**config.mk**
```make
export PLATFORM = sky130hd
export DESIGN_NAME = play_round_sequencer
export DESIGN_NICKNAME = d
export VERILOG_FILES = /design/src/rtl/binary_game_pkg.sv /design/src/rtl/game_lfsr.sv /design/src/rtl/play_round_sequencer.sv
export SDC_FILE = /design/constraint.sdc
export NUM_CORES = 1
export LEC_CHECK = 0
export CAP_MARGIN = 20
export CELL_PAD_IN_SITES_DETAIL_PLACEMENT = 1
export CELL_PAD_IN_SITES_GLOBAL_PLACEMENT = 1
export CORE_ASPECT_RATIO = 0.75
export CORE_MARGIN = 4
export CORE_UTILIZATION = 35
export DETAILED_ROUTE_END_ITERATION = 6
export PLACE_DENSITY = 0.81
export SLEW_MARGIN = 0
export SYNTH_ARGS = -nofsm -noshare
export SYNTH_HDL_FRONTEND = slang
export SYNTH_SLANG_ARGS = --single-unit
```
**constraint.sdc**
```tcl
create_clock -name Clk -period 2.4 [get_ports Clk]
set_input_delay 0.48 -clock Clk [delete_from_list [all_inputs] [get_ports Clk]]
set_output_delay 0.48 -clock Clk [all_outputs]
set_load 0.02 [all_outputs]
```
**src/rtl/binary_game_pkg.sv**
```systemverilog
// Shared definitions for the binary guessing game: FSM encoding, LFSR tap mask,
// default parameter values and small LFSR helpers.
package binary_game_pkg;

  typedef enum logic [2:0] {
    ST_IDLE  = 3'd0,
    ST_GEN   = 3'd1,
    ST_WAIT  = 3'd2,
    ST_CHECK = 3'd3,
    ST_DONE  = 3'd4
  } state_e;

  // Taps for x^8+x^6+x^5+x^4+1, register bit 7 holds the x^8 term
  localparam logic [7:0] LFSR_TAP_MASK = 8'hB8;

  localparam int unsigned DEFAULT_NUM_ROUNDS     = 10;
  localparam int unsigned DEFAULT_TIMEOUT_CYCLES = 1000;
  localparam logic [7:0]  DEFAULT_LFSR_SEED      = 8'hA5;

  function automatic logic [7:0] lfsr_step(input logic [7:0] v);
    return {v[6:0], ^(v & LFSR_TAP_MASK)};
  endfunction

  // An all-zero seed would lock the LFSR, so it is replaced by 1
  function automatic logic [7:0] safe_seed(input logic [7:0] s);
    return (s == 8'h00) ? 8'h01 : s;
  endfunction

endpackage

```
**src/rtl/game_lfsr.sv**
```systemverilog
// 8-bit Fibonacci LFSR that supplies round targets; holds its value unless
// told to reload the seed or advance one step.
module game_lfsr
  import binary_game_pkg::*;
#(
  parameter logic [7:0] SEED = DEFAULT_LFSR_SEED
) (
  input  logic       clk,
  input  logic       rst_n,
  input  logic       load,
  input  logic       advance,
  output logic [7:0] value
);

  localparam logic [7:0] INIT = safe_seed(SEED);

  logic [7:0] lfsr_q, lfsr_d;

  always_comb begin
    lfsr_d = lfsr_q;
    if (load) begin
      lfsr_d = INIT;
    end else if (advance) begin
      lfsr_d = lfsr_step(lfsr_q);
    end
  end

  always_ff @(posedge clk or negedge rst_n) begin
    if (!rst_n) begin
      lfsr_q <= INIT;
    end else begin
      lfsr_q <= lfsr_d;
    end
  end

  assign value = lfsr_q;

endmodule

```
**src/rtl/play_round_sequencer.sv**
```systemverilog
// Round sequencer for the guessing game: IDLE -> GEN -> WAIT -> CHECK -> (GEN|DONE).
// Define ROUND_TIMEOUT_EN to enable the per-round WAIT timeout.
module play_round_sequencer
  import binary_game_pkg::*;
#(
  parameter int unsigned NUM_ROUNDS     = DEFAULT_NUM_ROUNDS,
  parameter int unsigned TIMEOUT_CYCLES = DEFAULT_TIMEOUT_CYCLES,
  parameter logic [7:0]  LFSR_SEED      = DEFAULT_LFSR_SEED
) (
  input  logic        Clk,
  input  logic        Reset,
  input  logic        Start,
  input  logic        Select,
  input  logic        Quit,
  input  logic [7:0]  userNumber,
  output logic [7:0]  target,
  output logic [7:0]  score,
  output logic [3:0]  round,
  output logic [15:0] timeLeft,
  output logic        hit,
  output logic        miss,
  output logic        q_Idle,
  output logic        q_Gen,
  output logic        q_Wait,
  output logic        q_Check,
  output logic        q_Done
);

  localparam logic [3:0] LAST_ROUND = 4'(NUM_ROUNDS);

  state_e     state_q, state_d;
  logic [7:0] score_q, score_d;
  logic [3:0] round_q, round_d;
  logic [7:0] target_q, target_d;
  logic [7:0] answer_q, answer_d;
  logic       answered_q, answered_d;
  logic       lfsr_advance;
  logic [7:0] lfsr_value;
  logic       timeout_now;
  logic       hit_w;
  logic [3:0] round_inc;

  game_lfsr #(
    .SEED(LFSR_SEED)
  ) u_lfsr (
    .clk    (Clk),
    .rst_n  (Reset),
    .load   (1'b0),
    .advance(lfsr_advance),
    .value  (lfsr_value)
  );

  assign hit_w     = (state_q == ST_CHECK) && answered_q && (answer_q == target_q);
  assign round_inc = round_q + 4'd1;

  always_comb begin
    state_d      = state_q;
    score_d      = score_q;
    round_d      = round_q;
    target_d     = target_q;
    answer_d     = answer_q;
    answered_d   = answered_q;
    lfsr_advance = 1'b0;
    unique case (state_q)
      ST_IDLE: begin
        if (Start) begin
          state_d = ST_GEN;
          score_d = '0;
          round_d = '0;
        end
      end
      ST_GEN: begin
        if (Quit) begin
          state_d = ST_DONE;
        end else begin
          target_d     = lfsr_value;
          lfsr_advance = 1'b1;
          answered_d   = 1'b0;
          state_d      = ST_WAIT;
        end
      end
      ST_WAIT: begin
        // Quit beats an answer, and an answer beats a simultaneous timeout
        if (Quit) begin
          state_d = ST_DONE;
        end else if (Select) begin
          answer_d   = userNumber;
          answered_d = 1'b1;
          state_d    = ST_CHECK;
        end else if (timeout_now) begin
          answered_d = 1'b0;
          state_d    = ST_CHECK;
        end
      end
      ST_CHECK: begin
        if (Quit) begin
          state_d = ST_DONE;
        end else begin
          round_d = round_inc;
          if (hit_w && (score_q != 8'hFF)) begin
            score_d = score_q + 8'd1;
          end
          state_d = (round_inc == LAST_ROUND) ? ST_DONE : ST_GEN;
        end
      end
      ST_DONE: begin
        if (Select) begin
          state_d = ST_IDLE;
        end
      end
      default: state_d = ST_IDLE;
    endcase
  end

  always_ff @(posedge Clk or negedge Reset) begin
    if (!Reset) begin
      state_q    <= ST_IDLE;
      score_q    <= '0;
      round_q    <= '0;
      target_q   <= '0;
      answer_q   <= '0;
      answered_q <= 1'b0;
    end else begin
      state_q    <= state_d;
      score_q    <= score_d;
      round_q    <= round_d;
      target_q   <= target_d;
      answer_q   <= answer_d;
      answered_q <= answered_d;
    end
  end

`ifdef ROUND_TIMEOUT_EN
  localparam logic [15:0] TIME_INIT = 16'(TIMEOUT_CYCLES - 1);

  logic [15:0] time_left_q, time_left_d;

  always_comb begin
    time_left_d = time_left_q;
    if ((state_q == ST_GEN) && !Quit) begin
      time_left_d = TIME_INIT;
    end else if ((state_q == ST_WAIT) && !Quit && !Select && (time_left_q != 16'd0)) begin
      time_left_d = time_left_q - 16'd1;
    end
  end

  always_ff @(posedge Clk or negedge Reset) begin
    if (!Reset) begin
      time_left_q <= '0;
    end else begin
      time_left_q <= time_left_d;
    end
  end

  assign timeout_now = (time_left_q == 16'd0);
  assign timeLeft    = time_left_q;
`else
  assign timeout_now = 1'b0;
  assign timeLeft    = '0;
`endif

  assign target  = target_q;
  assign score   = score_q;
  assign round   = round_q;
  assign hit     = hit_w;
  assign miss    = (state_q == ST_CHECK) && !hit_w;
  assign q_Idle  = (state_q == ST_IDLE);
  assign q_Gen   = (state_q == ST_GEN);
  assign q_Wait  = (state_q == ST_WAIT);
  assign q_Check = (state_q == ST_CHECK);
  assign q_Done  = (state_q == ST_DONE);

endmodule

```
Word-level counts from Yosys, hierarchy flattened --
Index checks and enable logic that the tools add are counted.
Word-level totals: output and inout bits 43, bits of input ports 13, bits in registers 40
Cells by class: equality and inequality tests 15, $add $sub $neg 2, reduce and logical (&&, ||, !) cells 15, multiplexer cells 21, bitwise operators 1
Operators by type and width (number):
- two-way mux 8 bit | 3
- two-way mux 3 bit | 7
- one-hot mux 8 bit (2 select lines) | 1
- one-hot mux 3 bit (5 select lines) | 1
- != test 2 bit, second input constant | 6
- AND reduction 3 bit | 3
- adder 8 x 1 -> 8 bit, second input constant | 1
- == test 8 bit | 1
- two-way mux 4 bit | 2
- != test 8 bit, second input constant | 1
- one-hot mux 4 bit (2 select lines) | 1
- AND reduction 4 bit | 2
- parity 8 bit | 1
- == test 3 x 2 -> 1 bit, second input constant | 2
- two-way mux 1 bit | 5
- adder 4 x 1 -> 4 bit, second input constant | 1
- == test 4 bit, second input constant | 1
- logical AND 1 bit | 4
- nonzero test 2 bit | 2
- == test 3 x 1 -> 1 bit, second input constant | 1
- == test 3 bit, second input constant | 1
- zero test 3 bit | 1
- != test 3 bit, second input constant | 1
- != test 2 x 1 -> 1 bit, second input constant | 1
- other kinds (4) | 4

Depth between registers and ports, before layout --
Gate-level depths: netlist of run 1.
word-level depth 7, depth in mapped cells 7, mapped depth without buffers 6

By module --
A second synthesis of run 1 with hierarchy kept.
Unflattened totals: cells, all modules 194, area total of the unflattened synthesis 2104.5 µm²
Modules (own cells, without submodules):
- play_round_sequencer | area each 1756.7 µm², instances 1, sequential area each 800.8 µm², cells each 165
- game_lfsr | area each 347.8 µm², instances 1, sequential area each 205.2 µm², cells each 29

Worst setup path after synthesis of run 1 --
OpenSTA, ideal clock, no wires.
path type register to output, start point register target_q[7] (netlist: target[7]), end point output port miss, data arrival time 1.638 ns, stages on the path, launching flop included 5, setup slack 0.282 ns, path buffers 0, cell sequence dfrtp_1 > xnor2_1 > nand4_1 > nor3_1 > nor2b_1
Between the ends: longest elaborated chain between the ends 4
RTL lines:
- start: declaration | line play_round_sequencer.sv:34 | logic [7:0] target_q, target_d;
- start signal: assignment | line play_round_sequencer.sv:127 | target_q <= target_d;
- == test 8 bit | line play_round_sequencer.sv:53 | assign hit_w = (state_q == ST_CHECK) && answered_q && (answer_q == target_q);
- logical AND 1 bit | line play_round_sequencer.sv:53
- via hit | line play_round_sequencer.sv:20 | output logic hit,
- zero test 1 bit | line play_round_sequencer.sv:166 | assign miss = (state_q == ST_CHECK) && !hit_w;
- logical AND 1 bit | line play_round_sequencer.sv:166
- end: declaration | line play_round_sequencer.sv:21 | output logic miss,
The timed path passes the listed nets, and every way through them passes these cells.

Worst setup path in the final report of run 1 --
start point register state_q[2], end point output port q_Idle
Between the ends: longest elaborated chain between the ends 1
RTL lines:
- start: declaration | line play_round_sequencer.sv:31 | state_e state_q, state_d;
- start signal: assignment | line play_round_sequencer.sv:124 | state_q <= state_d;
- zero test 3 bit | line play_round_sequencer.sv:167 | assign q_Idle = (state_q == ST_IDLE);
- end: declaration | line play_round_sequencer.sv:22 | output logic q_Idle,
No other way between the ends.

==> qor.csv, run 1 <==
metric,value,unit
io_buffers,39,
crit_buf_inv,3,
stdcell_count,321,
place_area,0.00236,sq mm
cp.arrival,1.81,ns
seq_area_frac_synth,46.9,%
tritoncts,built,
vias,1531,
holdWs,0.463,ns
post-route-worst-setup-slack,0.110,ns
synth_cell_types,40,
antenna_found_initial,0,
ff_latch_area,906,sq um
fmax,437,MHz
first_pass_iters,4,
fin_util,45.8,%
crit_required,1.92,ns
final_cell_mix,"nand2_1 (44), clkdlybuf4s50_1 (37), dfrtp_1 (32)",
synth_edf_count,0,
dpl.cell_count,313,
viasPerCell,4.77,
start_util,36.1,%
worstSkewPairLatency,0.28,ns
slowest_delay,0.60,ns
grt_overflow_total,0,
power.leakage,1.08,nW
final_common_cell,nand2_1,
syn_inst,201,
status,finished clean,
vdd_drop_max,0.000355,V
setup-tns-final,0,ns
h-tree-depth,2,
worstHoldStart,u_lfsr.value[2]$_DFFE_PN1P_,
period_share,95.4,%
startpoint,state_q[2]$_DFFE_PN0P_,
root_buffer,clkbuf_8,
placementRows,23,
grt_max_degree,37,
worstSetupStartpointType,register,
ys_warn_count,0,
worst_pin_slew,0.572,ns
ys_ff_latch,36,
worstPathCellList,buf_4 > nor3_1 > buf_4 > clkdlybuf4s50_1,
synthArstFlopShare,100,%
wl_per_cell,15.2,microns
drive_gt1_share,13.4,%
finClkSkew,0.00306,ns
timing.max_cap.violations,0,
ant_nets,0,
core_area,0.00535,sq mm
slew-limit-headroom,61.7,%
reg2reg_to,score[0]$_DFFE_PN0P_,
cts-resized-gates,3,
worstPathMaxFanout,8,
die_y,72.4,microns
nFillCells,631,
synth_ff_type,dfrtp_1,
ff2ff_setup_slack,0.53,ns
min_period,2.29,ns
path_class,register to output pin,
final_nets,261,
setup_viol,0,
drc_errors,0,
cpMostUsedCell,buf_4,
clockBufferDepth,2,
critPathSlowestCell,clkdlybuf4s50_1,
ff2ff_path_depth,5,
clkSinkCount,36,
endpoint_kind,output pin,
first_global_vias,1574,
hp-class,register to register,
dp_slack,0.182,ns
syn_area_per_cell,9.62,sq um
postCtsSetupRepairBufs,0,
antenna_cells,0,
die_w,93.8,microns
finalPower,2.45,mW
crit_path_end,q_Idle,
clk_pin_slew,0.07,ns
ioPinCount,56,
cp.depth,4,
place_congestion,0.809,
drv_slew,0,
fin_area,0.00245,sq mm
r2r-start,target[2]$_DFFE_PN0P_,
drt_iter0_markers,50,
wirelength,4880,microns
syn_to_final_growth,26.9,%
multi_input_area,905,sq um
die-area,0.00679,sq mm
path_delay_family,buffers and inverters,
cts_buffers,5,
grtUsageTotal,15.4,%
finalHoldViolCount,0,
powerDensity,997,mW/mm^2
post-dp-hpwl,3640,microns
cts_hold_buffers,0,
netlist_area,0.00193,sq mm
rsz0062_at_grt,no,
grt_pass1_wl,8060,microns
-- registers in the layout, summed over array words and instances, names as in the netlist --
| signal | flops |
|---|---|
| answer_q | 8 |
| answered_q | 1 |
| round | 4 |
| score | 8 |
| state_q | 3 |
| target | 8 |
| u_lfsr.value | 4 |
-- how the worst min path moves through the flow --
stage                     cells past startpoint                     endpoint
final                                         2  u_lfsr.value[2]$_DFFE_PN1P_
after floorplan                               0      answer_q[0]$_DFFE_PN0P_
after CTS                                     2  u_lfsr.value[2]$_DFFE_PN1P_
after global placement                        2  u_lfsr.value[2]$_DFFE_PN1P_
after detailed placement                      2  u_lfsr.value[2]$_DFFE_PN1P_
after global routing                          2  u_lfsr.value[5]$_DFFE_PN1P_
-- kinds of logic after synthesis --
kind of cell    Yosys count  synth area share [%]
other cells               1                 0.194
simple gates             80                  20.7
flops                    36                  46.9
fa+ha+maj                 3                  1.94
buf+inv                  28                  9.77
xor+xnor                 12                  5.44
compound gates           33                  10.4
mux                       8                  4.66
-- cell type report --
cell class / count / area share (%)
multi-input cells: 152 / 36.9
clock buffers: 8 / 3.67
well taps: 75 / 3.82
inverters: 3 / 0.459
repair buffers: 47 / 18.3
flip-flops and latches: 36 / 36.9
-- worst reg2reg max path, cell delays in order (launching register included) --
cell	delay, ns
dfrtp_1	0.44
xnor2_1	0.18
nand4_1	0.19
nor4_4	0.38
or2_0	0.40
a31oi_1	0.15
-- routing by layer --
metal | vias to the layer above | wire length [microns] | track usage (%)
met2 | 36 | 2310 | 24.6
met1 | 752 | 2290 | 20.7
met5 | - | 0 | 0
met4 | 0 | 47 | 3.85
li1 | 738 | - | -
met3 | 5 | 236 | 4.56
-- where the power goes --
part,total [mW],internal (mW),switching [mW]
Clock,0.442,0.234,0.208
Combinational,1.05,0.482,0.565
Sequential,0.957,0.802,0.156
Total,2.45,1.52,0.929
-- Yosys cell counts, types with 2 or more instances --
master / n / area share [%]
nand3_1: 4 / 1.0
a31oi_1: 8 / 2.6
nor2_1: 8 / 1.6
nand4_1: 2 / 0.65
ha_1: 3 / 1.9
and3_1: 2 / 0.65
dfstp_2: 4 / 5.4
nor3_1: 2 / 0.52
xnor2_1: 11 / 5.0
buf_4: 22 / 8.5
nand2b_1: 6 / 1.9
inv_1: 3 / 0.58
o21ai_0: 11 / 2.8
clkbuf_1: 2 / 0.39
nand2_1: 44 / 8.5
dfrtp_1: 32 / 41
mux2_2: 8 / 4.7
and2_1: 2 / 0.65
a21oi_1: 6 / 1.6
Note: power is estimated with default switching activity, not from simulation.
==> run 2, diff against run 1 <==
ABC_AREA = 1   (was not set)
==> run 2 against run 1 <==
Effect of this change:
- synthesized cell count grew 20%
- critical path depth shrank 1
- via count grew 6.7%
- synthesized area grew 6.0%
- largest power group unchanged
- combinational power grew 30%
- routed wire length grew 0.80%
- first-iteration DRC count shrank 8.0%
- die area grew 5.4%
- maximum frequency shrank 0.23%
- worst setup slack lost 0.0052 ns
- register-to-register slack gained 0.30 ns
- sequential cell count is the same
==> qor.csv, run 2 <==
metric,value,unit
yosysTopAreaCellShare,39.1,%
worstPathCellList,buf_4 > nor3_1 > clkdlybuf4s50_1,
dpl.cell_count,353,
slowest_delay,0.67,ns
cts_buffers,5,
stdcell_count,360,
post-dp-hpwl,3800,microns
synthArstFlopShare,100,%
startpoint,state_q[1]$_DFFE_PN0P_,
ant_nets,0,
first_pass_iters,4,
syn_inst,241,
hp-class,register to register,
worstPathMaxFanout,4,
cp.arrival,1.82,ns
rsz0062_at_grt,no,
syn_to_final_growth,25.3,%
powerDensity,1100,mW/mm^2
fmax,436,MHz
place_congestion,0.764,
worstSkewPairLatency,0.29,ns
synth_commonest_cells,"nand2_1 (60), dfrtp_1 (32), inv_1 (24)",
clockBufferDepth,2,
wl_per_cell,13.7,microns
synth_area_leader_cell,dfrtp_1,
clk_pin_slew,0.07,ns
first_global_vias,1638,
status,finished clean,
root_buffer,clkbuf_8,
cts_hold_buffers,0,
drc_errors,0,
placementRows,23,
die_w,96.4,microns
min_period,2.30,ns
path_class,register to output pin,
fin_area,0.00257,sq mm
setup_viol,0,
ff2ff_setup_slack,0.83,ns
crit_path_end,q_Done,
synth_cell_types,36,
critPathSlowestCell,clkdlybuf4s50_1,
start_util,37.3,%
period_share,95.7,%
drive_gt1_share,14.7,%
h-tree-depth,2,
ys_ff_latch,36,
grt_pass1_wl,7950,microns
synth_area_leaders,"dfrtp_1 (39%), nand2_1 (11%), buf_4 (7.7%)",
wirelength,4920,microns
final_nets,301,
endpoint_kind,output pin,
final_common_cell,nand2_1,
fin_util,46.7,%
syn_area_per_cell,8.50,sq um
finClkSkew,0.00287,ns
finalHoldViolCount,0,
post-route-worst-setup-slack,0.104,ns
ff2ff_path_depth,9,
crit_required,1.92,ns
drt_iter0_markers,46,
vdd_drop_max,0.000268,V
clkSinkCount,36,
finalPower,2.84,mW
grt_overflow_total,0,
reg2reg_to,score[2]$_DFFE_PN0P_,
io_buffers,39,
die-area,0.00716,sq mm
dp_slack,0.0738,ns
r2r-start,state_q[1]$_DFFE_PN0P_,
tritoncts,built,
yosysMostFrequentCell,nand2_1,
antenna_found_initial,0,
ioPinCount,56,
vias,1634,
grt_max_degree,37,
place_area,0.00246,sq mm
holdWs,0.490,ns
timing.max_cap.violations,0,
synth_edf_count,0,
synth_ff_type,dfrtp_1,
netlist_area,0.00205,sq mm
power.leakage,1.23,nW
final_cell_mix,"nand2_1 (60), clkdlybuf4s50_1 (36), dfrtp_1 (32)",
grtUsageTotal,14.5,%
viasPerCell,4.54,
die_y,74.3,microns
setup-tns-final,0,ns
antenna_cells,0,
postCtsSetupRepairBufs,0,
ys_warn_count,0,
worstSetupStartpointType,register,
drv_slew,0,
seq_area_frac_synth,44.2,%
core_area,0.00550,sq mm
## run 2: changes by cell type after synthesis, sizes merged, moves of 3 or more
cell | previous run | this run
xor2 | 1 | 4
mux2 | 8 | 5
xnor2 | 11 | 8
nand2b | 6 | 0
nor2 | 8 | 21
inv | 3 | 27
a31oi | 8 | 0
nand3 | 4 | 17
nand2 | 44 | 64
## run 2: kinds of logic (layout without fill, tap and decap cells)
group	after synthesis	after routing	share of synthesized area, %
buffers and inverters	50	79	13.6
xor gates and xnor gates	12	12	5.13
DFF	36	36	44.2
muxes	6	6	3.78
other	1	16	0.183
adders and majority gates	3	3	1.83
and+or+nand+nor	112	112	25.9
AOI/OAI and AO/OA	21	21	5.43
## run 2: where the power goes
group | switching [mW] | internal [mW]
logic | 0.795 | 0.573
clock network | 0.215 | 0.256
registers | 0.180 | 0.816
total | 1.19 | 1.64
## run 2: area by class of cell
class                   count  area [sq um]
clock buffers               7          96.3
fillers                   667          2930
inverters                  27           104
multi-input cells         170           936
flip-flops and latches     36           906
well taps                  75          93.8
repair buffers             45           433
## run 2: critical path, delay by kind of cell (launching register included)
kind,cells,cell delay [ns]
buffers and inverters,2,0.83
and+or+nand+nor,1,0.31
DFF,1,0.39
## run 2: repair_timing
action,4_1_cts,5_1_grt
setup endpoints to repair,3,2
resized for setup,3,4
pin swaps,0,1
cloned,0,0
## run 2: how the worst min path moves through the flow
| stage | slack (ns) | cells after the start | to | start |
|---|---|---|---|---|
| floorplan | 0.18 | 0 | answer_q[0]$_DFFE_PN0P_ | Reset |
| global placement | 0.47 | 2 | u_lfsr.value[5]$_DFFE_PN1P_ | u_lfsr.value[5]$_DFFE_PN1P_ |
| detailed placement | 0.48 | 2 | u_lfsr.value[5]$_DFFE_PN1P_ | u_lfsr.value[5]$_DFFE_PN1P_ |
| CTS | 0.49 | 2 | u_lfsr.value[5]$_DFFE_PN1P_ | u_lfsr.value[5]$_DFFE_PN1P_ |
| global route | 0.50 | 2 | u_lfsr.value[5]$_DFFE_PN1P_ | u_lfsr.value[5]$_DFFE_PN1P_ |
| finish | 0.49 | 2 | u_lfsr.value[5]$_DFFE_PN1P_ | u_lfsr.value[5]$_DFFE_PN1P_ |
## run 2: per-layer routing
layer / up-vias / share of wire, % / track usage, %
met5: - / 0 / 0
met3: 5 / 4.8 / 3.84
met4: 0 / 0.73 / 4.20
met2: 36 / 45 / 21.7
li1: 807 / - / -
met1: 786 / 50 / 20.8
==> run 3, diff against run 2 <==
CTS_CLUSTER_SIZE = 14   (was not set)
==> results of run 3 <==
No change in the layout: final DEF, timing and power equal those of run 2.
